--- config.mk ---
export PLATFORM = sky130hd
export DESIGN_NAME = if_hazard_ctrl
export DESIGN_NICKNAME = d
export VERILOG_FILES = /design/src/rtl/sparc_pipe_pkg.sv /design/src/rtl/if_hazard_ctrl_stall_counter.sv /design/src/rtl/if_hazard_ctrl.sv
export SDC_FILE = /design/constraint.sdc
export NUM_CORES = 1
export LEC_CHECK = 0
export BUFFER_PORTS_ARGS = -buffer_cell sky130_fd_sc_hd__clkbuf_2
export CAP_MARGIN = 20
export CORE_AREA = 4 4 41 43
export DETAILED_ROUTE_END_ITERATION = 7
export DIE_AREA = 0 0 45 47
export GPL_TIMING_DRIVEN = 0
export PLACE_DENSITY_LB_ADDON = 0.08
export SYNTH_ARGS = -nofsm -noshare
export SYNTH_HDL_FRONTEND = slang
export SYNTH_SLANG_ARGS = --single-unit
--- constraint.sdc ---
create_clock -name clk -period 0.8 [get_ports clk]
set_input_delay 0.04 -clock clk [delete_from_list [all_inputs] [get_ports clk]]
set_output_delay 0.04 -clock clk [all_outputs]
set_load 0.01 [all_outputs]
--- src/rtl/sparc_pipe_pkg.sv ---
// Shared pipeline definitions for the SPARC fetch/decode datapath:
// next-PC select codes and fetch-control FSM state encodings.
package sparc_pipe_pkg;

   localparam logic [1:0] PCSEL_NPC = 2'b00;
   localparam logic [1:0] PCSEL_TA  = 2'b01;
   localparam logic [1:0] PCSEL_ALU = 2'b10;

   typedef enum logic [1:0] {
      S_RUN   = 2'b00,
      S_STALL = 2'b01,
      S_JMPL  = 2'b10
   } fetch_state_t;

endpackage

--- src/rtl/if_hazard_ctrl_stall_counter.sv ---
// Loadable down-counter for load-use freezes; zero flags that the
// current decrement brings the count to zero.
module stall_counter #(
   parameter int CNT_W = 3
) (
   input  logic             clk,
   input  logic             R,
   input  logic             load,
   input  logic [CNT_W-1:0] value,
   input  logic             dec,
   output logic             zero
);

   logic [CNT_W-1:0] count;
   logic [CNT_W-1:0] count_nxt;

   assign count_nxt = count - {{(CNT_W-1){1'b0}}, dec};
   assign zero      = (count_nxt == '0);

   always_ff @(posedge clk or posedge R) begin
      if (R)
         count <= '0;
      else if (load)
         count <= value;
      else if (dec)
         count <= count_nxt;
   end

endmodule

--- src/rtl/if_hazard_ctrl.sv ---
// Fetch-side hazard control: load-use freeze, delayed Bicc/call
// redirects with annul, and jmpl redirect from EX.
module if_hazard_ctrl
   import sparc_pipe_pkg::*;
#(
   parameter int STALL_CYCLES = 1,
   parameter int CNT_W        = 3
) (
   input  logic       clk,
   input  logic       R,
   input  logic       load_use,
   input  logic       br_id,
   input  logic       br_taken,
   input  logic       br_always,
   input  logic       annul_bit,
   input  logic       call_id,
   input  logic       jmpl_id,
   output logic [1:0] pc_sel,
   output logic       pc_le,
   output logic       npc_le,
   output logic       ifid_le,
   output logic       ifid_clear,
   output logic       idex_bubble,
   output logic       stalled
);

   fetch_state_t state, state_nxt;
   logic         stalled_q, stalled_d;
   logic         cnt_load, cnt_dec, cnt_zero;
   logic         le;

   stall_counter #(.CNT_W(CNT_W)) u_cnt (
      .clk   (clk),
      .R     (R),
      .load  (cnt_load),
      .value (CNT_W'(STALL_CYCLES - 1)),
      .dec   (cnt_dec),
      .zero  (cnt_zero)
   );

   always_comb begin
      state_nxt   = state;
      pc_sel      = PCSEL_NPC;
      le          = 1'b1;
      ifid_clear  = 1'b0;
      idex_bubble = 1'b0;
      cnt_load    = 1'b0;
      cnt_dec     = 1'b0;
      stalled_d   = 1'b0;
      unique case (state)
         S_RUN: begin
            if (load_use) begin
               le          = 1'b0;
               idex_bubble = 1'b1;
               stalled_d   = 1'b1;
               if (STALL_CYCLES > 1) begin
                  cnt_load  = 1'b1;
                  state_nxt = S_STALL;
               end
            end else if (jmpl_id) begin
               state_nxt = S_JMPL;
            end else begin
               if (call_id | (br_id & br_taken))
                  pc_sel = PCSEL_TA;
               // a-bit squashes the delay slot unless a conditional branch is taken
               if (br_id & annul_bit & (~br_taken | br_always))
                  ifid_clear = 1'b1;
            end
         end
         S_STALL: begin
            le          = 1'b0;
            idex_bubble = 1'b1;
            cnt_dec     = 1'b1;
            if (cnt_zero)
               state_nxt = S_RUN;
            else
               stalled_d = 1'b1;
         end
         S_JMPL: begin
            pc_sel     = PCSEL_ALU;
            ifid_clear = 1'b1;
            state_nxt  = S_RUN;
         end
         default: state_nxt = S_RUN;
      endcase
      if (R) begin
         pc_sel      = PCSEL_NPC;
         le          = 1'b1;
         ifid_clear  = 1'b0;
         idex_bubble = 1'b0;
      end
   end

   assign pc_le   = le;
   assign npc_le  = le;
   assign ifid_le = le;
   assign stalled = stalled_q;

   always_ff @(posedge clk or posedge R) begin
      if (R) begin
         state     <= S_RUN;
         stalled_q <= 1'b0;
      end else begin
         state     <= state_nxt;
         stalled_q <= stalled_d;
      end
   end

endmodule

==> results of run 1 <==
==> repair_timing <==
action / 4_1_cts / 5_1_grt
pin swaps: 2 / 1
setup endpoints to repair: 7 / 8
buffers inserted: 2 / 0
hold endpoints to repair: 2 / 0
hold buffers: 1 / 0
resized for setup: 6 / 5
==> layout by cell type (no fill, tap or decap), drive strengths merged <==
cell type | netlist | layout
dfrtp | 2 | 2
nor3b | 1 | 1
dlygate4sd3 | 0 | 1
a21oi | 1 | 1
clkbuf | 0 | 14
nand2b | 1 | 1
inv | 2 | 2
or2 | 1 | 1
nand2 | 2 | 2
and2 | 1 | 1
nor4 | 1 | 1
nor2b | 2 | 2
buf | 2 | 9
o41ai | 1 | 1
==> cell type report <==
type	instances	share of cell area (%)
plain buffers	2	6.522
clock buffers	3	6.522
inverters	2	2.174
multi-input cells	11	30.80
flip-flops and latches	2	14.49
well taps	15	5.435
repair buffers	19	34.06
==> kinds of logic (layout without fill, tap and decap cells) <==
family | after synthesis | after routing | share of synthesized area (%)
AND/OR/NAND/NOR | 9 | 9 | 35.91
buffers and inverters | 4 | 26 | 15.38
AO/OA/AOI/OAI | 2 | 2 | 14.53
flip-flops | 2 | 2 | 34.19
==> synthesized netlist by cell type <==
cell type	number	area, sq um
nor2b_1	2	12.51
dfrtp_1	2	50.05
or2_1	1	6.260
nor4_1	1	6.260
buf_4	2	15.01
nor3b_1	1	7.510
o41ai_2	1	16.27
nand2_1	2	7.510
and2_1	1	6.260
inv_1	2	7.510
nand2b_1	1	6.260
a21oi_1	1	5.000
==> state kept, by name, indices dropped and copies added (netlist names) <==
name and flops:
state 1, stalled 1
==> critical path, stage by stage (launching register included) <==
cell and delay [ns]:
dfrtp_1 0.38, nor2b_2 0.16, nand2_2 0.09, buf_6 0.12, buf_6 0.11
==> power by group through the flow <==
| stage | logic (mW) | registers, mW | clock network [mW] |
|---|---|---|---|
| floorplan | 0.0477 | 0.114 | 0 |
| global placement | 0.0954 | 0.113 | 0 |
| detailed placement | 0.0963 | 0.113 | 0 |
| CTS | 0.128 | 0.111 | 0.234 |
| global route | 0.146 | 0.111 | 0.246 |
| finish | 0.133 | 0.111 | 0.222 |
==> per-layer routing <==
| layer | GRT usage, % | vias to the layer above | share of wire, % |
|---|---|---|---|
| met5 | 0 | - | 0 |
| met4 | 5.263 | 0 | 0 |
| met3 | 2.682 | 0 | 12 |
| met2 | 7.062 | 13 | 46 |
| met1 | 5.882 | 78 | 41 |
| li1 | - | 99 | - |
==> how the worst max path moves through the flow <==
stage | slack (ns) | end | cells past startpoint | from
after floorplan | -0.07 | pc_sel[0] | 1 | state[1]
after CTS | -0.34 | npc_le | 4 | state[1]
final | -0.32 | pc_le | 4 | state[1]
after detailed placement | -0.22 | pc_le | 4 | state[1]
after global routing | -0.38 | npc_le | 4 | state[1]
after global placement | -0.19 | pc_le | 4 | state[1]
==> stage by stage <==
stage,TNS [ns],instances,power [mW],cell area (sq um)
final,-1.920,54,0.4662,345.3
after global routing,-2.289,54,0.5036,345.3
after CTS,-2.042,54,0.4728,331.6
after detailed placement,-0.8980,48,0.2096,251.5
after global placement,-0.7433,48,0.2084,251.5
after floorplan,-0.1771,17,0.1618,152.6
==> qor.yml, run 1 <==
die:
  ios: 17
  coreArea_sq_um: 1301
  die_y_um: 47
  start_util_pct: 11.25
  die_x_um: 45
  dieArea_sq_um: 2115
  rows: 13
detailed_routing:
  first_iter_violations: 1
  wl_per_cell_um: 8.889
  avgViaCountPerCell: 3.519
  drtPass1Iterations: 2
  drc_errors: 0
  drtAntennaViolNets: 0
  drt_wl_total_um: 480
  num_vias: 190
pwr:
  p_int_mw: 0.3475
  p_leak_nw: 0.1885
  ir_drop_mv: 0.3944
  p_seq_share_pct: 23.8
  combPwrFrac_pct: 28.5
  switching_share_pct: 25.46
  p_sw_mw: 0.1187
  cellPowerDensity_nw_per_um2: 1350
  clkPwrFrac_pct: 47.7
sta:
  setup_viol: 7
  hold_ws_ns: 0.07814
  fin_crit_sh_pct: 140.1
  rsz0062_at_grt: "true"
  maxSlewViolCount: 0
  relSlewSlack_pct: 84.18
  tightest_slew_ns: 0.2347
  skew_ns: 0.003964
  fin_crit_ns: 1.121
  hold_viol_final: 0
  fmaxAchievable_mhz: 892.4
  fin_ws_ns: -0.3206
worst_setup_path:
  rr_endpoint: "state[1]"
  endpoint_kind: "output port"
  start_kind: "flop"
  critical_path.max_fanout: 3
  r2r_slack_ns: 0.04
  reg2reg_from: "state[1]"
  r2r_cells: 2
  arrival_ns: 1.08
  critPathRequiredTime_ns: 0.76
  path_class: "reg2out"
logic_synthesis:
  synth_nets: 26
  syn_area_per_cell_sq_um: 8.611
  yosysSeqAreaShare_pct: 34.19
  yosysUniqueCellTypes: 12
  yosysWarnings: 0
  synth-seq-cells: 2
  netlist_area_sq_um: 146.4
  synth_cells: 17
clock_tree:
  root_buffer: "clkbuf_4"
  cts_max_path_buffers: 2
  numCtsBuffers: 3
  clk_pin_slew_ns: 0.03
  insertion_delay_ns: 0.22
  tritoncts: "yes"
  cts_htree_levels: 1
  clock_sinks: 2
worst_hold_path:
  hold_path_end: "state[1]"
  min-delay-path-class: "in2reg"
  hold_path_depth: 2
  min_from: "load_use"
flow_run:
  maxCapViolCount: 0
place:
  place_ws_ns: -0.2213
  gp_congestion: 0.6604
  port_buffers: 16
  dp_hpwl_um: 374.7
status:
  violations: "setup timing"
  status: "finished, violations left"
global_routing:
  grt_max_degree: 5
  grt_usage_pct: 5.284
  grt_pass1_vias: 214
  grt_pass1_wl_um: 772
  grt_overflow: 0
  antenna_found_initial: 0
cells_and_area:
  areaGrowthSynthToFinish_pct: 135.9
  multi_input_area_sq_um: 106.4
  regArea_sq_um: 50.05
  final_util_pct: 26.54
  antenna_cells: 0
  n_fill_cell: 146
  final_layout_size_suffix_gt1_share_pct: 74.36
  fin_nets: 50
Power figures use the tool's default switching activity.
==> inputs of run 2 (changes only) <==
--- a/config.mk
+++ b/config.mk
@@ -11,7 +11,7 @@
 export DETAILED_ROUTE_END_ITERATION = 7
 export DIE_AREA = 0 0 45 47
 export GPL_TIMING_DRIVEN = 0
-export PLACE_DENSITY_LB_ADDON = 0.08
+export MAX_ROUTING_LAYER = met4
 export SYNTH_ARGS = -nofsm -noshare
 export SYNTH_HDL_FRONTEND = slang
 export SYNTH_SLANG_ARGS = --single-unit
==> run 2 against run 1 <==
Effect of this change:
- the flow still finishes with violations (setup timing)
- via count increased by 7.4%
- register-to-register slack worse by 0.12 ns
- cell area is 3.3% higher
- first-iteration DRC count unchanged
- count of clock-buffer cells in the layout unchanged
- non-clock buffer count up 1
- total power up 2.1%
- critical endpoint is now ifid_clear
==> qor.yml, run 2 (same netlist as run 1, synthesis figures left out) <==
pwr:
  p_sw_mw: 0.1239  # +4.4%
  cellPowerDensity_nw_per_um2: 1335  # -1.1%
  switching_share_pct: 26.03  # +0.58 points
  ir_drop_mv: 0.5656  # +43%
  p_leak_nw: 0.1956  # +3.7%
  clkPwrFrac_pct: 47.4  # -0.3 points
  p_seq_share_pct: 23.4  # -0.4 points
  p_int_mw: 0.3522  # +1.3%
  combPwrFrac_pct: 29.2  # +0.7 points
global_routing:
  grt_max_degree: 5  # unchanged
  antenna_found_initial: 0  # unchanged
  grt_pass1_wl_um: 779  # +0.91%
  grt_pass1_vias: 197  # -7.9%
  grt_overflow: 0  # unchanged
  grt_usage_pct: 5.873  # +0.59 points
worst_setup_path:
  critPathSlowestCell: "dfrtp_1"
  critical-path-max-stage-delay_ns: 0.39  # about the same
  crit_start: "state[1]"
  r2r_slack_ns: -0.08  # -0.12 ns
  endpoint_kind: "output port"
  critPathRequiredTime_ns: 0.76  # about the same
  reg2reg_from: "state[1]"
  start_kind: "flop"
  path_class: "reg2out"
  crit_end: "ifid_clear"
  path_cells: "buf_4 > buf_6 > nand2b_4 > o41ai_2 > buf_2"
  arrival_ns: 1.14  # +0.06 ns
  r2r_cells: 3  # +1
  rr_endpoint: "state[1]"
  critical_path.max_fanout: 3  # unchanged
clock_tree:
  cts_max_path_buffers: 2  # unchanged
  root_buffer: "clkbuf_4"
  numCtsBuffers: 3  # unchanged
  clk_pin_slew_ns: 0.03  # about the same
  cts_htree_levels: 1  # unchanged
  clock_sinks: 2  # unchanged
  tritoncts: "yes"
  insertion_delay_ns: 0.22  # about the same
cells_and_area:
  stdcell_count: 55  # +1.9%
  layout.cells.most_common_list: "clkbuf_2, buf_6, buf_2"
  final_layout_size_suffix_gt1_share_pct: 75.00  # +0.64 points
  mostFrequentLayoutCell: "clkbuf_2"
  antenna_cells: 0  # unchanged
  areaGrowthSynthToFinish_pct: 143.6
  fin_nets: 51  # +2.0%
detailed_routing:
  avgViaCountPerCell: 3.709  # +5.4%
  drt_wl_total_um: 516  # +7.5%
  drtPass1Iterations: 2  # unchanged
  drc_errors: 0  # unchanged
  first_iter_violations: 1  # unchanged
  wl_per_cell_um: 9.382  # +5.5%
  drtAntennaViolNets: 0  # unchanged
  num_vias: 204  # +7.4%
place:
  gp_congestion: 0.6259  # -5.2%
  port_buffers: 16  # unchanged
  dp.cells: 48  # unchanged
  dp_hpwl_um: 366.7  # -2.1%
die:
  die_y_um: 47  # unchanged
  coreArea_sq_um: 1301  # unchanged
  dieArea_sq_um: 2115  # unchanged
  rows: 13  # unchanged
  die_x_um: 45  # unchanged
  ios: 17  # unchanged
  start_util_pct: 11.25  # unchanged
status:
  status: "finished, violations left"
  violations: "setup timing"
flow_run:
  maxCapViolCount: 0  # unchanged
sta:
  maxSlewViolCount: 0  # unchanged
  fin_crit_ns: 1.181  # +0.06004 ns
  fmaxAchievable_mhz: 847.0  # -5.1%
  setup_tns_ns: -2.251  # -0.3304 ns
  rsz0062_at_grt: "true"
  fin_crit_sh_pct: 147.6  # +7.5 points
  setup_viol: 8  # +1
  skew_ns: 0.0002034  # -0.003761 ns
  relSlewSlack_pct: 82.47  # -1.7 points
  tightest_slew_ns: 0.2601  # +0.02537 ns
  hold_viol_final: 0  # unchanged
  fin_ws_ns: -0.3807  # -0.06004 ns
worst_hold_path:
  min-delay-path-class: "in2reg"
run 2: changes by cell type in the layout (fill, tap and decap cells not counted):
cell	change
clkbuf_2	-1
buf_6	+1
buf_2	+1
run 2: layout make-up:
| cell class | count | area (sq um) |
|---|---|---|
| fill | 144 | 944.7 |
| sequential | 2 | 50.05 |
| buffer | 2 | 22.52 |
| clock buffer | 3 | 22.52 |
| tap | 15 | 18.77 |
| timing repair buffer | 20 | 128.9 |
| inverter | 2 | 7.507 |
| multi-input combinational | 11 | 106.4 |
run 2: power groups by stage:
stage | combinational (mW) | sequential [mW] | clock [mW]
3_3_place_gp | 0.0945 | 0.113 | 0
2_1_floorplan | 0.0477 | 0.114 | 0
4_1_cts | 0.120 | 0.112 | 0.239
6_report | 0.139 | 0.111 | 0.226
3_5_place_dp | 0.0960 | 0.113 | 0
5_1_grt | 0.154 | 0.112 | 0.243
run 2: metrics by stage:
step	util [%]	power [mW]	instance area [sq um]	hold slack [ns]	setup slack [ns]
finish	27.40	0.4761	356.6	0.07710	-0.3807
global route	27.40	0.5094	356.6	0.08806	-0.4291
CTS	24.42	0.4703	317.8	0.02416	-0.3551
detailed placement	19.33	0.2089	251.5	-0.07568	-0.2014
global placement	19.33	0.2073	251.5	-0.07686	-0.1769
floorplan	-	0.1618	152.6	-0.1979	-0.06649
run 2: critical path, delay by kind of cell, from the launching register on:
kind                   cells  cell delay (ns)
and+or+nand+nor            1             0.06
buffers and inverters      3             0.40
AOI/OAI and AO/OA          1             0.06
DFF                        1             0.39
run 2: worst min-delay path by stage:
stage,start,endpoint,cells past startpoint
floorplan,R,stalled,1
global placement,R,state[1],2
detailed placement,R,state[1],2
CTS,load_use,state[1],2
global route,load_use,state[1],2
finish,load_use,state[1],2
run 2: timing repair:
action                                 4_1_cts  5_1_grt
pin swaps                                    1        4
endpoints found under the hold margin        2        0
setup endpoints to repair                    7        8
buffers inserted                             1        2
resized for setup                            5        8
hold buffers                                 1        0
run 2: per-layer routing:
layer	GRT usage [%]	part of all wire, %	vias up
met3	6.130	19	2
li1	-	-	102
met5	-	0	-
met4	3.509	1.4	0
met1	5.909	34	84
met2	6.780	45	16
==> inputs of run 3 (changes only) <==
--- a/config.mk
+++ b/config.mk
@@ -8,6 +8,7 @@
 export BUFFER_PORTS_ARGS = -buffer_cell sky130_fd_sc_hd__clkbuf_2
 export CAP_MARGIN = 20
 export CORE_AREA = 4 4 41 43
+export CTS_BUF_LIST = sky130_fd_sc_hd__clkbuf_8
 export DETAILED_ROUTE_END_ITERATION = 7
 export DIE_AREA = 0 0 45 47
 export GPL_TIMING_DRIVEN = 0
==> run 3 against run 2 <==
Effect of this change:
- combinational power about the same
- the flow still finishes with violations (setup timing)
- final cell count did not move
- cell area grew 5.3%
- clock skew about the same
- register-to-register slack about the same
- non-clock buffer count did not move
- clock power up 75%
- first-iteration DRC count grew to 4.0 times the previous value
- global-route usage is 0.33 points higher
- core utilization rose by 1.4 points
==> qor.yml, run 3 (same netlist as run 1, synthesis figures left out) <==
status:
  status: "finished, violations left"
  violations: "setup timing"
worst_setup_path:
  critical_path.max_fanout: 3  # unchanged
  cp_num_buf_inv: 3  # unchanged
  endpoint_kind: "output port"
  path_class: "reg2out"
  path_cells: "buf_4 > buf_6 > nand2b_4 > o41ai_2 > buf_2"
  r2r_slack_ns: -0.08  # about the same
  cp_top_family: "buffers and inverters"
  start_kind: "flop"
  arrival_ns: 1.13  # about the same
  critPathSlowestCell: "dfrtp_1"
  critPathRequiredTime_ns: 0.76  # about the same
  critical-path-max-stage-delay_ns: 0.39  # about the same
sta:
  fin_crit_sh_pct: 145.8  # -1.8 points
  fmaxAchievable_mhz: 857.5  # +1.2%
  tightest_slew_ns: 0.2601  # unchanged
  setup_viol: 8  # unchanged
  hold_viol_final: 0  # unchanged
  maxSlewViolCount: 0  # unchanged
  rsz0062_at_grt: "true"
  setup_tns_ns: -2.133  # +0.1173 ns
  fin_ws_ns: -0.3662  # +0.01441 ns
  fin_crit_ns: 1.166  # -0.01441 ns
  hold_ws_ns: 0.09087  # +0.01377 ns
  relSlewSlack_pct: 82.47  # unchanged
  skew_ns: 0.0004035  # +0.0002001 ns
die:
  die_y_um: 47  # unchanged
  coreArea_sq_um: 1301  # unchanged
  die_x_um: 45  # unchanged
  dieArea_sq_um: 2115  # unchanged
  start_util_pct: 11.25  # unchanged
  rows: 13  # unchanged
  ios: 17  # unchanged
clock_tree:
  cts_htree_levels: 1  # unchanged
  cts_max_path_buffers: 2  # unchanged
  tritoncts: "yes"
  clk_pin_slew_ns: 0.03  # about the same
  insertion_delay_ns: 0.21  # about the same
  clock_sinks: 2  # unchanged
  numCtsBuffers: 3  # unchanged
  root_buffer: "clkbuf_8"
cells_and_area:
  layout.cells.most_common_list: "clkbuf_2, buf_6, buf_2"
  areaGrowthSynthToFinish_pct: 156.4
  final_util_pct: 28.85  # +1.4 points
  antenna_cells: 0  # unchanged
  fin_nets: 51  # unchanged
  final_layout_size_suffix_gt1_share_pct: 75.00  # unchanged
  mostFrequentLayoutCell: "clkbuf_2"
  n_fill_cell: 143  # -0.69%
global_routing:
  grt_overflow: 0  # unchanged
  grt_usage_pct: 6.199  # +0.33 points
  grt_pass1_vias: 200  # +1.5%
  grt_pass1_wl_um: 800  # +2.7%
  grt_max_degree: 5  # unchanged
  antenna_found_initial: 0  # unchanged
detailed_routing:
  drtAntennaViolNets: 0  # unchanged
  num_vias: 204  # unchanged
  drtPass1Iterations: 2  # unchanged
  drt_wl_total_um: 527  # +2.1%
  first_iter_violations: 4  # +3
  drc_errors: 0  # unchanged
  avgViaCountPerCell: 3.709  # unchanged
  wl_per_cell_um: 9.582  # +2.1%
pwr:
  p_total_mw: 0.6467  # +36%
  p_leak_nw: 0.2033  # +4.0%
  ir_drop_mv: 0.6418  # +13%
  cellPowerDensity_nw_per_um2: 1723  # +29%
flow_run:
  maxCapViolCount: 0  # unchanged
place:
  place_ws_ns: -0.2014  # unchanged
  port_buffers: 16  # unchanged
  gp_congestion: 0.6259  # unchanged
  dp_hpwl_um: 366.7  # unchanged
worst_hold_path:
  min-delay-path-class: "in2reg"
## run 3: changes by cell type in the layout (fill, tap and decap cells not counted)
cell | before | now
clkbuf_8 | 0 | 3
clkbuf_4 | 3 | 0
## run 3: timing repair
action	CTS	global route
setup buffers	1	2
hold endpoints to repair	2	0
cloned	0	0
hold buffers	1	0
endpoints found under the setup margin	7	8
gates resized for setup	5	8
pin swaps	1	4
## run 3: layer usage
layer	GRT usage, %	share of wire [%]	wire length, um	vias to the layer above
li1	-	-	-	101
met1	6.136	33	176	84
met2	6.780	45	237	17
met3	7.280	20	107	2
met4	3.509	1.1	6	0
met5	-	0	0	-
## run 3: cell type report
cell class,instances,area [sq um],area share (%)
timing repair buffer,20,128.9,34.33
buffer,2,22.52,6.000
sequential,2,50.05,13.33
tap,15,18.77,5.000
multi-input combinational,11,106.4,28.33
clock buffer,3,41.29,11.00
inverter,2,7.507,2.000
## run 3: through the flow
step                cell area, sq um  std cells
CTS                            336.6         53
detailed placement             251.5         48
floorplan                      152.6         17
global route                   375.4         55
finish                         375.4         55
global placement               251.5         48
## run 3: worst register-to-register path, delay by kind of cell, from the launching register on
| kind | cells | cell delay [ns] |
|---|---|---|
| flops | 1 | 0.39 |
| buf+inv | 2 | 0.25 |
| simple gates | 1 | 0.16 |
## run 3: report_power, final
part | switching, mW | internal, mW | total, mW
combinational | 0.0609 | 0.0784 | 0.139
clock | 0.0779 | 0.318 | 0.396
sequential | 0.00334 | 0.108 | 0.112
## run 3: final timing paths
check | end | from | depth (start not counted)
setup reg to reg | state[1] | state[1] | 3
setup / recovery | ifid_clear | state[1] | 5
max in group asynchronous | stalled | R | 3
min in group asynchronous | state[1] | R | 3
hold / removal | state[1] | load_use | 2
hold reg to reg | stalled | state[1] | 1
